[src/rtl/mdio_responder.sv]
// Clause-22 MDIO management responder (PHY side): oversamples MDC/MDIO on clk,
// decodes frames addressed to PHY_ADDR, strobes register writes and serves reads.
module mdio_responder #(
    parameter logic [4:0]  PHY_ADDR     = 5'd1,
    parameter int unsigned PREAMBLE_LEN = 32
) (
    input  logic        clk,
    input  logic        reset,
    input  logic        mdc,
    input  logic        mdio_in,
    output logic        mdio_out,
    output logic        mdio_oe,
    output logic [4:0]  reg_addr,
    output logic [15:0] wr_data,
    output logic        wr_stb,
    output logic        rd_req,
    input  logic [15:0] rd_data_in,
    output logic        busy,
    output logic        frame_err
);

    typedef enum logic [2:0] {
        S_IDLE, S_ST, S_OP, S_PHYAD, S_REGAD, S_TA, S_WDATA, S_RDATA
    } state_t;

    localparam logic [5:0] PRE_MIN = 6'(PREAMBLE_LEN);

    logic        mdc_s1_q, mdc_s2_q, mdc_h_q;
    logic        mdio_s1_q, mdio_s2_q, mdio_h_q;
    logic [1:0]  mask_q;

    state_t      state_q, state_d;
    logic [4:0]  bit_cnt_q, bit_cnt_d;
    logic [5:0]  ones_q, ones_d;
    logic [15:0] sh_q, sh_d;
    logic        op_rd_q, op_rd_d;
    logic        phy_ok_q, phy_ok_d;
    logic [4:0]  reg_addr_q, reg_addr_d;
    logic [15:0] wr_data_q, wr_data_d;
    logic        wr_stb_q, wr_stb_d;
    logic        rd_req_q, rd_req_d;
    logic        rd_d1_q, rd_d1_d;
    logic        rd_d2_q, rd_d2_d;
    logic [15:0] rd_sh_q, rd_sh_d;
    logic        mdio_out_q, mdio_out_d;
    logic        mdio_oe_q, mdio_oe_d;
    logic        frame_err_q, frame_err_d;

    logic rise, fall, sample;

    assign rise   = (mask_q == 2'd3) && mdc_s2_q && !mdc_h_q;
    assign fall   = (mask_q == 2'd3) && !mdc_s2_q && mdc_h_q;
    // MDIO as it stood one clk before the detected MDC edge: extra setup margin.
    assign sample = mdio_h_q;

    always_ff @(posedge clk) begin
        if (!reset) begin
            mdc_s1_q  <= 1'b0;
            mdc_s2_q  <= 1'b0;
            mdc_h_q   <= 1'b0;
            mdio_s1_q <= 1'b0;
            mdio_s2_q <= 1'b0;
            mdio_h_q  <= 1'b0;
            mask_q    <= '0;
        end else begin
            mdc_s1_q  <= mdc;
            mdc_s2_q  <= mdc_s1_q;
            mdc_h_q   <= mdc_s2_q;
            mdio_s1_q <= mdio_in;
            mdio_s2_q <= mdio_s1_q;
            mdio_h_q  <= mdio_s2_q;
            if (mask_q != 2'd3) mask_q <= mask_q + 2'd1;
        end
    end

    always_ff @(posedge clk) begin
        if (!reset) begin
            state_q     <= S_IDLE;
            bit_cnt_q   <= '0;
            ones_q      <= '0;
            sh_q        <= '0;
            op_rd_q     <= 1'b0;
            phy_ok_q    <= 1'b0;
            reg_addr_q  <= '0;
            wr_data_q   <= '0;
            wr_stb_q    <= 1'b0;
            rd_req_q    <= 1'b0;
            rd_d1_q     <= 1'b0;
            rd_d2_q     <= 1'b0;
            rd_sh_q     <= '0;
            mdio_out_q  <= 1'b0;
            mdio_oe_q   <= 1'b0;
            frame_err_q <= 1'b0;
        end else begin
            state_q     <= state_d;
            bit_cnt_q   <= bit_cnt_d;
            ones_q      <= ones_d;
            sh_q        <= sh_d;
            op_rd_q     <= op_rd_d;
            phy_ok_q    <= phy_ok_d;
            reg_addr_q  <= reg_addr_d;
            wr_data_q   <= wr_data_d;
            wr_stb_q    <= wr_stb_d;
            rd_req_q    <= rd_req_d;
            rd_d1_q     <= rd_d1_d;
            rd_d2_q     <= rd_d2_d;
            rd_sh_q     <= rd_sh_d;
            mdio_out_q  <= mdio_out_d;
            mdio_oe_q   <= mdio_oe_d;
            frame_err_q <= frame_err_d;
        end
    end

    always_comb begin
        state_d     = state_q;
        bit_cnt_d   = bit_cnt_q;
        ones_d      = ones_q;
        sh_d        = sh_q;
        op_rd_d     = op_rd_q;
        phy_ok_d    = phy_ok_q;
        reg_addr_d  = reg_addr_q;
        wr_data_d   = wr_data_q;
        wr_stb_d    = 1'b0;
        rd_req_d    = 1'b0;
        rd_d1_d     = rd_req_q;
        rd_d2_d     = rd_d1_q;
        rd_sh_d     = rd_sh_q;
        mdio_out_d  = mdio_out_q;
        mdio_oe_d   = mdio_oe_q;
        frame_err_d = 1'b0;

        // Register bank answers two clk after rd_req.
        if (rd_d2_q) rd_sh_d = rd_data_in;

        case (state_q)
            S_IDLE: begin
                if (rise) begin
                    if (sample) begin
                        if (ones_q != 6'd63) ones_d = ones_q + 6'd1;
                    end else if (ones_q >= PRE_MIN) begin
                        state_d = S_ST;
                        ones_d  = '0;
                    end else begin
                        ones_d = '0;
                    end
                end
            end
            S_ST: begin
                if (rise) begin
                    bit_cnt_d = '0;
                    if (sample) begin
                        state_d = S_OP;
                    end else begin
                        frame_err_d = 1'b1;
                        state_d     = S_IDLE;
                    end
                end
            end
            S_OP: begin
                if (rise) begin
                    sh_d = {sh_q[14:0], sample};
                    if (bit_cnt_q == 5'd0) begin
                        bit_cnt_d = 5'd1;
                    end else begin
                        bit_cnt_d = '0;
                        case ({sh_q[0], sample})
                            2'b01: begin
                                op_rd_d = 1'b0;
                                state_d = S_PHYAD;
                            end
                            2'b10: begin
                                op_rd_d = 1'b1;
                                state_d = S_PHYAD;
                            end
                            default: begin
                                frame_err_d = 1'b1;
                                state_d     = S_IDLE;
                            end
                        endcase
                    end
                end
            end
            S_PHYAD: begin
                if (rise) begin
                    sh_d = {sh_q[14:0], sample};
                    if (bit_cnt_q == 5'd4) begin
                        phy_ok_d  = ({sh_q[3:0], sample} == PHY_ADDR);
                        bit_cnt_d = '0;
                        state_d   = S_REGAD;
                    end else begin
                        bit_cnt_d = bit_cnt_q + 5'd1;
                    end
                end
            end
            S_REGAD: begin
                if (rise) begin
                    sh_d = {sh_q[14:0], sample};
                    if (bit_cnt_q == 5'd4) begin
                        bit_cnt_d = '0;
                        if (!phy_ok_q) begin
                            state_d = S_IDLE;
                        end else begin
                            reg_addr_d = {sh_q[3:0], sample};
                            if (op_rd_q) begin
                                rd_req_d = 1'b1;
                                state_d  = S_RDATA;
                            end else begin
                                state_d = S_TA;
                            end
                        end
                    end else begin
                        bit_cnt_d = bit_cnt_q + 5'd1;
                    end
                end
            end
            S_TA: begin
                if (rise) begin
                    if (bit_cnt_q == 5'd0 && sample) begin
                        bit_cnt_d = 5'd1;
                    end else if (bit_cnt_q == 5'd1 && !sample) begin
                        bit_cnt_d = '0;
                        state_d   = S_WDATA;
                    end else begin
                        bit_cnt_d   = '0;
                        frame_err_d = 1'b1;
                        state_d     = S_IDLE;
                    end
                end
            end
            S_WDATA: begin
                if (rise) begin
                    sh_d = {sh_q[14:0], sample};
                    if (bit_cnt_q == 5'd15) begin
                        bit_cnt_d = '0;
                        wr_data_d = {sh_q[14:0], sample};
                        wr_stb_d  = 1'b1;
                        state_d   = S_IDLE;
                    end else begin
                        bit_cnt_d = bit_cnt_q + 5'd1;
                    end
                end
            end
            S_RDATA: begin
                // bit_cnt counts falls already seen: 0 = TA1, 1 = TA2, 2..17 = data, 18 = release.
                if (fall) begin
                    bit_cnt_d = bit_cnt_q + 5'd1;
                    if (bit_cnt_q == 5'd1) begin
                        mdio_oe_d  = 1'b1;
                        mdio_out_d = 1'b0;
                    end else if (bit_cnt_q >= 5'd2 && bit_cnt_q <= 5'd17) begin
                        mdio_out_d = rd_sh_q[15];
                        rd_sh_d    = {rd_sh_q[14:0], 1'b0};
                    end else if (bit_cnt_q == 5'd18) begin
                        mdio_oe_d  = 1'b0;
                        mdio_out_d = 1'b0;
                        bit_cnt_d  = '0;
                        state_d    = S_IDLE;
                    end
                end
            end
            default: state_d = S_IDLE;
        endcase
    end

    assign mdio_out  = mdio_out_q;
    assign mdio_oe   = mdio_oe_q;
    assign reg_addr  = reg_addr_q;
    assign wr_data   = wr_data_q;
    assign wr_stb    = wr_stb_q;
    assign rd_req    = rd_req_q;
    assign busy      = (state_q != S_IDLE);
    assign frame_err = frame_err_q;

endmodule

[config.mk]
export PLATFORM = sky130hd
export DESIGN_NAME = mdio_responder
export DESIGN_NICKNAME = d
export VERILOG_FILES = /design/src/rtl/mdio_responder.sv
export SDC_FILE = /design/constraint.sdc
export NUM_CORES = 1
export LEC_CHECK = 0
export CAP_MARGIN = 20
export CORE_MARGIN = 5
export CORE_UTILIZATION = 45
export DETAILED_ROUTE_END_ITERATION = 12
export PLACE_DENSITY = 0.67
export SETUP_SLACK_MARGIN = 0.2
export SLEW_MARGIN = 20
export SYNTH_ARGS = -nofsm -noshare
export SYNTH_HDL_FRONTEND = slang
export SYNTH_SLANG_ARGS = --single-unit
[constraint.sdc]
create_clock -name clk -period 2.2 [get_ports clk]
set_input_delay 0.44 -clock clk [delete_from_list [all_inputs] [get_ports clk]]
set_output_delay 0.44 -clock clk [all_outputs]
set_load 0.02 [all_outputs]
==> results of run 1 <==
[state kept, by name (all words and copies together), names as in the netlist, 2 cells and up]
name	count
mask_q	2
bit_cnt_q	5
state_q	3
rd_sh_q	16
reg_addr	5
ones_q	6
sh_q	15
wr_data	16
[layout make-up]
| class | instances | area [sq um] | area share |
|---|---|---|---|
| Sequential cell | 83 | 1673 | 0.3434 |
| Clock inverter | 6 | 73.82 | 0.01516 |
| Multi-Input combinational cell | 289 | 2127 | 0.4367 |
| Clock buffer | 10 | 127.6 | 0.02620 |
| Inverter | 16 | 60.06 | 0.01233 |
| Timing Repair Buffer | 72 | 674.4 | 0.1385 |
| Tap cell | 108 | 135.1 | 0.02774 |
[repair_timing]
item                                    4_1_cts  5_1_grt
pin swaps                                     0        2
resized for setup                             9       15
endpoints found under the setup margin       22       23
buffers inserted                              0        3
[through the flow]
step                  util  hold slack [ps]  std cells
floorplan                -            411.9        415
global placement    0.5298            413.5        565
detailed placement  0.5298            422.8        565
CTS                 0.5556            434.3        581
global route        0.5640            468.3        584
finish              0.5640            428.8        584
[worst min path at each step]
stage,endpoint,slack (ps),cells past startpoint
6_report,mdio_h_q,430,1
5_1_grt,mdio_h_q,470,1
4_1_cts,mdio_h_q,430,1
3_5_place_dp,mdio_h_q,420,1
3_3_place_gp,mdc_s2_q,410,1
2_1_floorplan,mdc_s2_q,410,1
[logic make-up (layout without fill, tap and decap cells)]
logic type / count (synthesis) / after routing / share of synthesized area
simple gates: 161 / 161 / 0.2326
flops: 83 / 83 / 0.4225
compound gates: 68 / 68 / 0.1343
mux: 43 / 43 / 0.1101
buf+inv: 43 / 104 / 0.05218
fa+ha+maj: 11 / 11 / 0.03500
xor+xnor: 6 / 6 / 0.01337
[cells in the final DEF (no fill, tap or decap), types with 3 or more instances in the layout]
master and n:
sky130_fd_sc_hd__a21boi_1 17, sky130_fd_sc_hd__a21oi_1 7, sky130_fd_sc_hd__and2_1 14, sky130_fd_sc_hd__and3_1 4, sky130_fd_sc_hd__and3b_1 3, sky130_fd_sc_hd__buf_4 24, sky130_fd_sc_hd__clkbuf_8 9, sky130_fd_sc_hd__clkdlybuf4s50_1 44
sky130_fd_sc_hd__dfxtp_1 78, sky130_fd_sc_hd__dfxtp_2 3, sky130_fd_sc_hd__ha_1 6, sky130_fd_sc_hd__ha_2 4, sky130_fd_sc_hd__inv_1 15, sky130_fd_sc_hd__mux2i_1 41, sky130_fd_sc_hd__nand2_1 49, sky130_fd_sc_hd__nand2_2 11
sky130_fd_sc_hd__nand3_1 12, sky130_fd_sc_hd__nand4_1 3, sky130_fd_sc_hd__nor2_1 14, sky130_fd_sc_hd__nor2b_1 25, sky130_fd_sc_hd__nor3b_1 4, sky130_fd_sc_hd__nor4b_1 4, sky130_fd_sc_hd__o211a_1 16, sky130_fd_sc_hd__o21ai_0 6
sky130_fd_sc_hd__o21ai_1 3, sky130_fd_sc_hd__xnor2_1 3, sky130_fd_sc_hd__xor2_1 3
[synth_stat cells (11+ instances only)]
| master | count |
|---|---|
| sky130_fd_sc_hd__nor2b_1 | 26 |
| sky130_fd_sc_hd__a21boi_1 | 17 |
| sky130_fd_sc_hd__inv_1 | 15 |
| sky130_fd_sc_hd__dfxtp_1 | 83 |
| sky130_fd_sc_hd__mux2i_1 | 41 |
| sky130_fd_sc_hd__nand2_1 | 50 |
| sky130_fd_sc_hd__and2_1 | 14 |
| sky130_fd_sc_hd__nand3_1 | 12 |
| sky130_fd_sc_hd__clkbuf_1 | 16 |
| sky130_fd_sc_hd__o211a_1 | 16 |
| sky130_fd_sc_hd__nor2_1 | 14 |
| sky130_fd_sc_hd__ha_1 | 11 |
[worst max-delay path: cells and delay by family, from the launching register on]
| family | cells | cell delay, ps |
|---|---|---|
| AND/OR/NAND/NOR | 2 | 540 |
| AO/OA/AOI/OAI | 2 | 450 |
| flip-flops | 1 | 390 |
| adder cells (fa/ha/maj) | 1 | 230 |
| multiplexers | 1 | 130 |
| buffers and inverters | 1 | 80 |
[power groups by stage]
stage	clock, mW	sequential (mW)	combinational, mW
global route	1.22	1.52	0.128
floorplan	0	1.55	0.0625
CTS	1.15	1.52	0.118
finish	1.11	1.52	0.117
global placement	0	1.56	0.113
detailed placement	0	1.56	0.116
[metal layers]
metal | vias to the layer above | wire length (microns)
met5 | - | 0
met4 | 0 | 144
met3 | 13 | 378
met2 | 60 | 3523
met1 | 1362 | 3675
li1 | 1539 | -
==> results.txt, run 1 <==
The worst setup path is of the reg -> reg kind. On the final layout, the worst clock skew is 8.256 ps. When the netlist entered floorplanning its net count stood at 446.

The startpoint type of the worst setup path is a register. STA puts the critical path data required time at 2420 ps. The die is 103.5 microns tall. The run finished with clean final reports.

The number of failing setup endpoints in the final timing report came out at 0. TritonCTS built the clock tree. The count of unique library cells instantiated by Yosys is 57. The via count normalized by instance count came out at 5.092.

The die width is 103.5 microns. The number of DRC markers after the initial detailed-route iteration came out at 113. For this run, design rule violations remaining after detail routing come to 0. For this run, the slowest stage of the critical path takes 420 ps.

During synthesis, Yosys emitted a total of 0 warnings. The timing-limited maximum frequency is 0.5153 GHz. In the post-synthesis netlist, the biggest area contributors are sky130_fd_sc_hd__dfxtp_1, sky130_fd_sc_hd__mux2i_1, sky130_fd_sc_hd__nand2_1. Clock latency on the worst-skew pair, taken at its later pin, is 340 ps.

Across the VDD grid, the largest voltage drop is 0.0003054 V. The die covers 10710 sq um. The met3 routing resource usage after global routing came out at 0.03488. On the critical path, the stage with the largest delay is an instance of sky130_fd_sc_hd__or3_4.

The setup slack of the critical path after layout is 259.5 ps. The overflow left after global routing came out at 0. The total iterations of the first detailed-routing run came out at 5. The met2 usage in global routing came out at 0.2392. The antenna violation net count after detailed routing is 0. The endpoint class of the critical path is a register. The share of the Yosys chip area taken by registers is 0.4225.

The final wirelength came out at 7.721 mm. The number of rows in the core area is 34. The count of buffers added on input and output ports is 46.

The setup TNS is 0 ps. Entering global routing, the biggest net connects 32 pins. Setup repair after global routing could not meet its margin everywhere. The via count of the first global-routing pass is 2891. The path depth of the worst reg2reg path is 7. The cell area after synthesis is 3933 sq um. Walking the worst path, the cells encountered are inv_1 -> ha_2 -> nand4bb_4 -> o211a_1 -> a21bo_1 -> or3_4 -> mux2i_1. The root buffer cell chosen for the clock tree is sky130_fd_sc_hd__clkbuf_8.

The summed area of non-filler cells in the final layout is 4871 sq um. The switching power as a share of total power came out at 0.2286. The cell-internal power is 2.119 mW. The power share of the sequential group came out at 0.553.

No sink is reached through more buffers than the 2 on the longest clock path. The number of flops mapped to enable cells by yosys came out at 0. The worst min-delay path category is reg -> reg. The prevailing post-synth register cell is sky130_fd_sc_hd__dfxtp_1. The met1 layer usage reported by global route came out at 0.2127. The number of hold buffers added after CTS was 0. OpenSTA, run right after detailed placement, puts the worst setup slack at 15.23 ps. The fraction of final layout cells sized beyond drive strength 1 came out at 0.1681.

The share of the clock period used by the worst path after layout is 0.8821. The largest driver fanout on the critical path came out at 8. The post-route minimum period is 1941 ps. The relative slew slack is 0.6657. The number of buffers inserted during clock tree synthesis is 9.

The count of endpoints failing hold in the final timing report came out at 0. The number of synthesized register bits is 83. The clock sink total is 83. The number of nets in the final layout is 502.

The final total power came out at 2.747 mW. The leakage power is 1.930 nW. Of the total power, the clock network draws 0.405. The global routing stage identified its most utilized layer as met2. The power density of the placed cells came out at 564.0 nW/um^2. The detailed-route wire length per cell came out at 13.22 microns. The all-layer global routing usage is 0.1551.

The number of cells produced by synthesis is 415. The share of power burned in combinational logic is 0.043. The slack of the worst reg-to-reg path came out at 260 ps.

The layout overhead on the synthesized area came out at 23.86%. At the pin with the least slew margin, the transition time is 501.5 ps. Each instance of the synthesized netlist takes up on average 9.476 sq um. The number of top-level pins came out at 47.

The detailed-route via count is 2974. The number of antenna violations at the first check in global routing came to 0. The fraction of synthesis flops using an asynchronous set or reset pin came out at 0. The final weighted congestion in routability-driven placement is 0.9349. The first global-routing pass estimated 13.25 mm of wire. The startpoint identified for the worst register-to-register timing path is bit_cnt_q[0]. The region available for standard cell placement spans 8636 sq um. The post-detailed-placement half-perimeter wirelength is 5.452 mm. The starting density of the core came out at 0.4554. The number of filler cells placed in the layout came out at 817. The critical path ends at state_q[2]. The total count of max-transition violations in the final report came out at 0. The antenna cell count is 0.

The switching power total is 0.6280 mW. For the worst setup path, the data arrival time is 2160 ps. The deepest level of the CTS H-tree is 3. In this run the critical register-to-register path is captured at state_q[2]. The startpoint identified for the worst hold timing path is mdio_s2_q. The critical path startpoint is bit_cnt_q[0]. The biggest area contributor in the post-synthesis netlist is sky130_fd_sc_hd__dfxtp_1. Summing all placed instances gives a cell area of 4576 sq um. The share of Yosys cell area claimed by the top area cell type is 0.4225. Max-cap violations in this run came to 0. The clock-pin transition on the worst setup and hold timing paths came out at 90 ps.
(Power assumes the default switching activity.)
==> run 2: changes to the inputs <==
==> constraint.sdc (replaced) <==
create_clock -name clk -period 2.4 [get_ports clk]
set_input_delay 0.48 -clock clk [delete_from_list [all_inputs] [get_ports clk]]
set_output_delay 0.48 -clock clk [all_outputs]
set_load 0.005 [all_outputs]
==> run 2 against run 1 <==
Routed wire length shrank 3.1%. Die area unchanged. Sequential share of layout area rose by 1.2 points. Global-route usage is 0.56 points lower. Core utilization is 2.2 points lower. Largest power group unchanged. Largest cell class unchanged. Clock skew increased by 1.6 ps. Highest routed layer unchanged. Total power is 12% lower.
==> results.txt, run 2 (same netlist as run 1, synthesis figures left out) <==
The pin slew with the least headroom to its limit is 766.4 ps (was 501.5 ps). The deepest level of the CTS H-tree came out at 3 (unchanged). The layout overhead on the synthesized area is 19.12% (was 23.86%). The antenna violation net count after detailed routing is 0 (unchanged). The all-layer global routing usage is 0.1495 (was 0.1551). The via count of the first global-routing pass came out at 2707 (was 2891). The final setup skew is 9.851 ps (was 8.256 ps).

The total count of max-transition violations in the final report was 0 (unchanged). The number of DRC markers after the initial detailed-route iteration came out at 145 (was 113). The area enclosed by the die boundary came out at 10710 sq um (unchanged). Result of the run: completed (unchanged). The power density of the placed cells is 516.5 nW/um^2 (was 564.0 nW/um^2).

The relative slew slack is 0.4847 (was 0.6657). Ordered list of cells on the worst path: nor3_2 -> inv_2 -> clkdlybuf4s50_1 (was inv_1 -> ha_2 -> nand4bb_4 -> o211a_1 -> a21bo_1 -> or3_4 -> mux2i_1). The die width came out at 103.5 microns (unchanged). The count of max-cap constraint violations came to 0 (unchanged). The endpoint class of the critical path is an output port (was register). The utilization after layout came out at 0.5425 (was 0.5640). The arrival time at the worst endpoint is 1610 ps (was 2160 ps).

The number of rows in the core area came out at 34 (unchanged). The total area of multi-input combinational cells came out at 2077 sq um (was 2127 sq um). The worst setup path category is reg -> out (was reg -> reg). The final weighted congestion in routability-driven placement was 0.8459 (was 0.9349).

The TritonCTS clock tree is built (unchanged). The number of failing setup endpoints in the final timing report is 0 (unchanged). The number of top-level pins is 47 (unchanged).

The clock-pin transition on the worst setup and hold timing paths came to 90 ps (about the same). The final hold slack came out at 435.0 ps (was 428.8 ps). The starting density of the core came out at 0.4554 (unchanged).

The critical path startpoint was state_q[0] (was bit_cnt_q[0]). The post-detailed-placement half-perimeter wirelength was 5.332 mm (was 5.452 mm). The startpoint type of the worst setup path is a register (unchanged).

Most used cells in the layout excluding fill and tap cells: sky130_fd_sc_hd__dfxtp_1, sky130_fd_sc_hd__nand2_1, sky130_fd_sc_hd__clkdlybuf4s50_1, sky130_fd_sc_hd__mux2i_1, sky130_fd_sc_hd__nor2b_1 (unchanged). The share of the clock period used by the worst path after layout is 0.8694. The via count normalized by instance count was 5.096 (was 5.092). The count of endpoints failing hold in the final timing report was 0 (unchanged). The post-route minimum period is 2087 ps. The area taken by flip-flops and latches is 1665 sq um (was 1673 sq um). RSZ-0062 raised after global routing: true (unchanged). The fraction of final layout cells sized beyond drive strength 1 came out at 0.1210 (was 0.1681). The maximum number of pins on one net before global-route repair is 34 (was 32). The core area came out at 8636 sq um (unchanged).

The buffer depth of the longest clock path is 2 (unchanged). The final instance count without filler cells is 571 (was 584). The first-pass GRT wire length came out at 12.67 mm (was 13.25 mm). The number of filler cells placed in the layout came to 826 (was 817).

The setup TNS was 0 ps (unchanged). The endpoint required time on the critical path was 1920 ps (was 2420 ps). The residual DRC count is 0 (unchanged).

The worst min-delay path category is reg -> reg (unchanged). The total iterations of the first detailed-routing run is 4 (was 5). The post-CTS setup buffer count came to 0 (unchanged).

The buffering stage count on the worst path with inverters included is 2 (was 1). The source-to-sink clock delay at the later pin of the worst-skew pair came out at 360 ps (was 340 ps). The stage delay of the slowest cell on the critical path came out at 530 ps (was 420 ps). Static timing analysis puts the maximum clock frequency at 0.4792 GHz.

The largest driver fanout on the critical path is 9 (was 8). The family of cells with the greatest summed delay on the critical path is buffers and inverters (was simple AND/OR/NAND/NOR gates). The clock sink total is 83 (unchanged).

The number of nets in the final layout is 489 (was 502). The detailed-route via count is 2910 (was 2974). The number of buffers inserted during clock tree synthesis came to 9 (unchanged). The reg-to-reg critical path startpoint is bit_cnt_q[2] (was bit_cnt_q[0]). The number of buffers inserted by hold repair at cts was 0 (unchanged).

The leakage power came out at 1.845 nW (was 1.930 nW). The detailed-route wire length per cell came to 13.10 microns (was 13.22 microns). The cell chosen for the clock root is sky130_fd_sc_hd__clkbuf_8 (unchanged).

The cell total after placement is 555 (was 565). The number of antenna violations at the first check in global routing is 0 (unchanged). The die boundary height is 103.5 microns (unchanged). The overflow left after global routing is 0 (unchanged). The count of input and output buffers came out at 46 (unchanged). The final wirelength is 7.478 mm (was 7.721 mm). The maximum VDD drop came out at 0.0003060 V (was 0.0003054 V). The slowest cell on the critical path is sky130_fd_sc_hd__dfxtp_1 (was sky130_fd_sc_hd__or3_4). The startpoint of the lowest-slack hold path is mdio_s2_q (unchanged). The antenna cell count came to 0 (unchanged).

The leading cell type in the layout, fill and taps excluded is sky130_fd_sc_hd__dfxtp_1 (unchanged).
run 2: cell types whose count changed in the layout (fill, tap and decap cells not counted), moves of 2 or more:
cell	previous run	this run
sky130_fd_sc_hd__buf_4	24	12
sky130_fd_sc_hd__dfxtp_1	78	80
sky130_fd_sc_hd__dfxtp_4	2	0
sky130_fd_sc_hd__ha_1	6	11
sky130_fd_sc_hd__ha_2	4	0
sky130_fd_sc_hd__inv_6	1	3
run 2: routing by layer:
| layer | track usage | vias to the layer above | wire (microns) |
|---|---|---|---|
| li1 | - | 1513 | - |
| met1 | 0.1996 | 1331 | 3573 |
| met2 | 0.2343 | 55 | 3434 |
| met3 | 0.03756 | 11 | 365 |
| met4 | 0.05378 | 0 | 105 |
| met5 | 0 | - | 0 |
run 2: worst paths after layout:
| path | endpoint | slack, ps | cells after the start |
|---|---|---|---|
| worst min register to register | mdio_h_q | 440 | 1 |
| worst min-delay path | mdio_h_q | 440 | 1 |
| worst max register to register | state_q[2] | 350 | 8 |
| worst max-delay path | busy | 310 | 3 |
run 2: layout make-up:
class	instances	share of cell area
flip-flops and latches	83	0.3555
inverters	16	0.01282
multi-input cells	289	0.4434
clock buffers	9	0.02644
repair buffers	59	0.1207
well taps	108	0.02885
clock inverters	7	0.01229
run 2: power breakdown:
group	internal, mW	switching, mW	total (mW)
Sequential	1.39	0.00583	1.39
Clock	0.392	0.534	0.926
Combinational	0.0576	0.0429	0.101
Total	1.84	0.583	2.42
run 2: per-stage QoR:
step	instance area, sq um	power, mW	setup slack (ps)
2_1_floorplan	3933	1.482	432.9
3_3_place_gp	4488	1.525	340.2
3_5_place_dp	4488	1.527	277.9
4_1_cts	4669	2.463	220.3
5_1_grt	4684	2.538	199.6
6_report	4684	2.420	313.4
run 2: worst reg2reg max path, stage by stage, from the launching register on:
cell	delay, ps
sky130_fd_sc_hd__dfxtp_1	570
sky130_fd_sc_hd__nand3_1	160
sky130_fd_sc_hd__inv_1	90
sky130_fd_sc_hd__ha_1	180
sky130_fd_sc_hd__inv_1	60
sky130_fd_sc_hd__o21ai_0	160
sky130_fd_sc_hd__a32oi_1	120
sky130_fd_sc_hd__or3_1	440
sky130_fd_sc_hd__mux2i_1	150
run 2: repair_timing:
| action | CTS | global route |
|---|---|---|
| endpoints found under the setup margin | 0 | 16 |
| hold endpoints to repair | 0 | 0 |
| resized for setup | 0 | 5 |
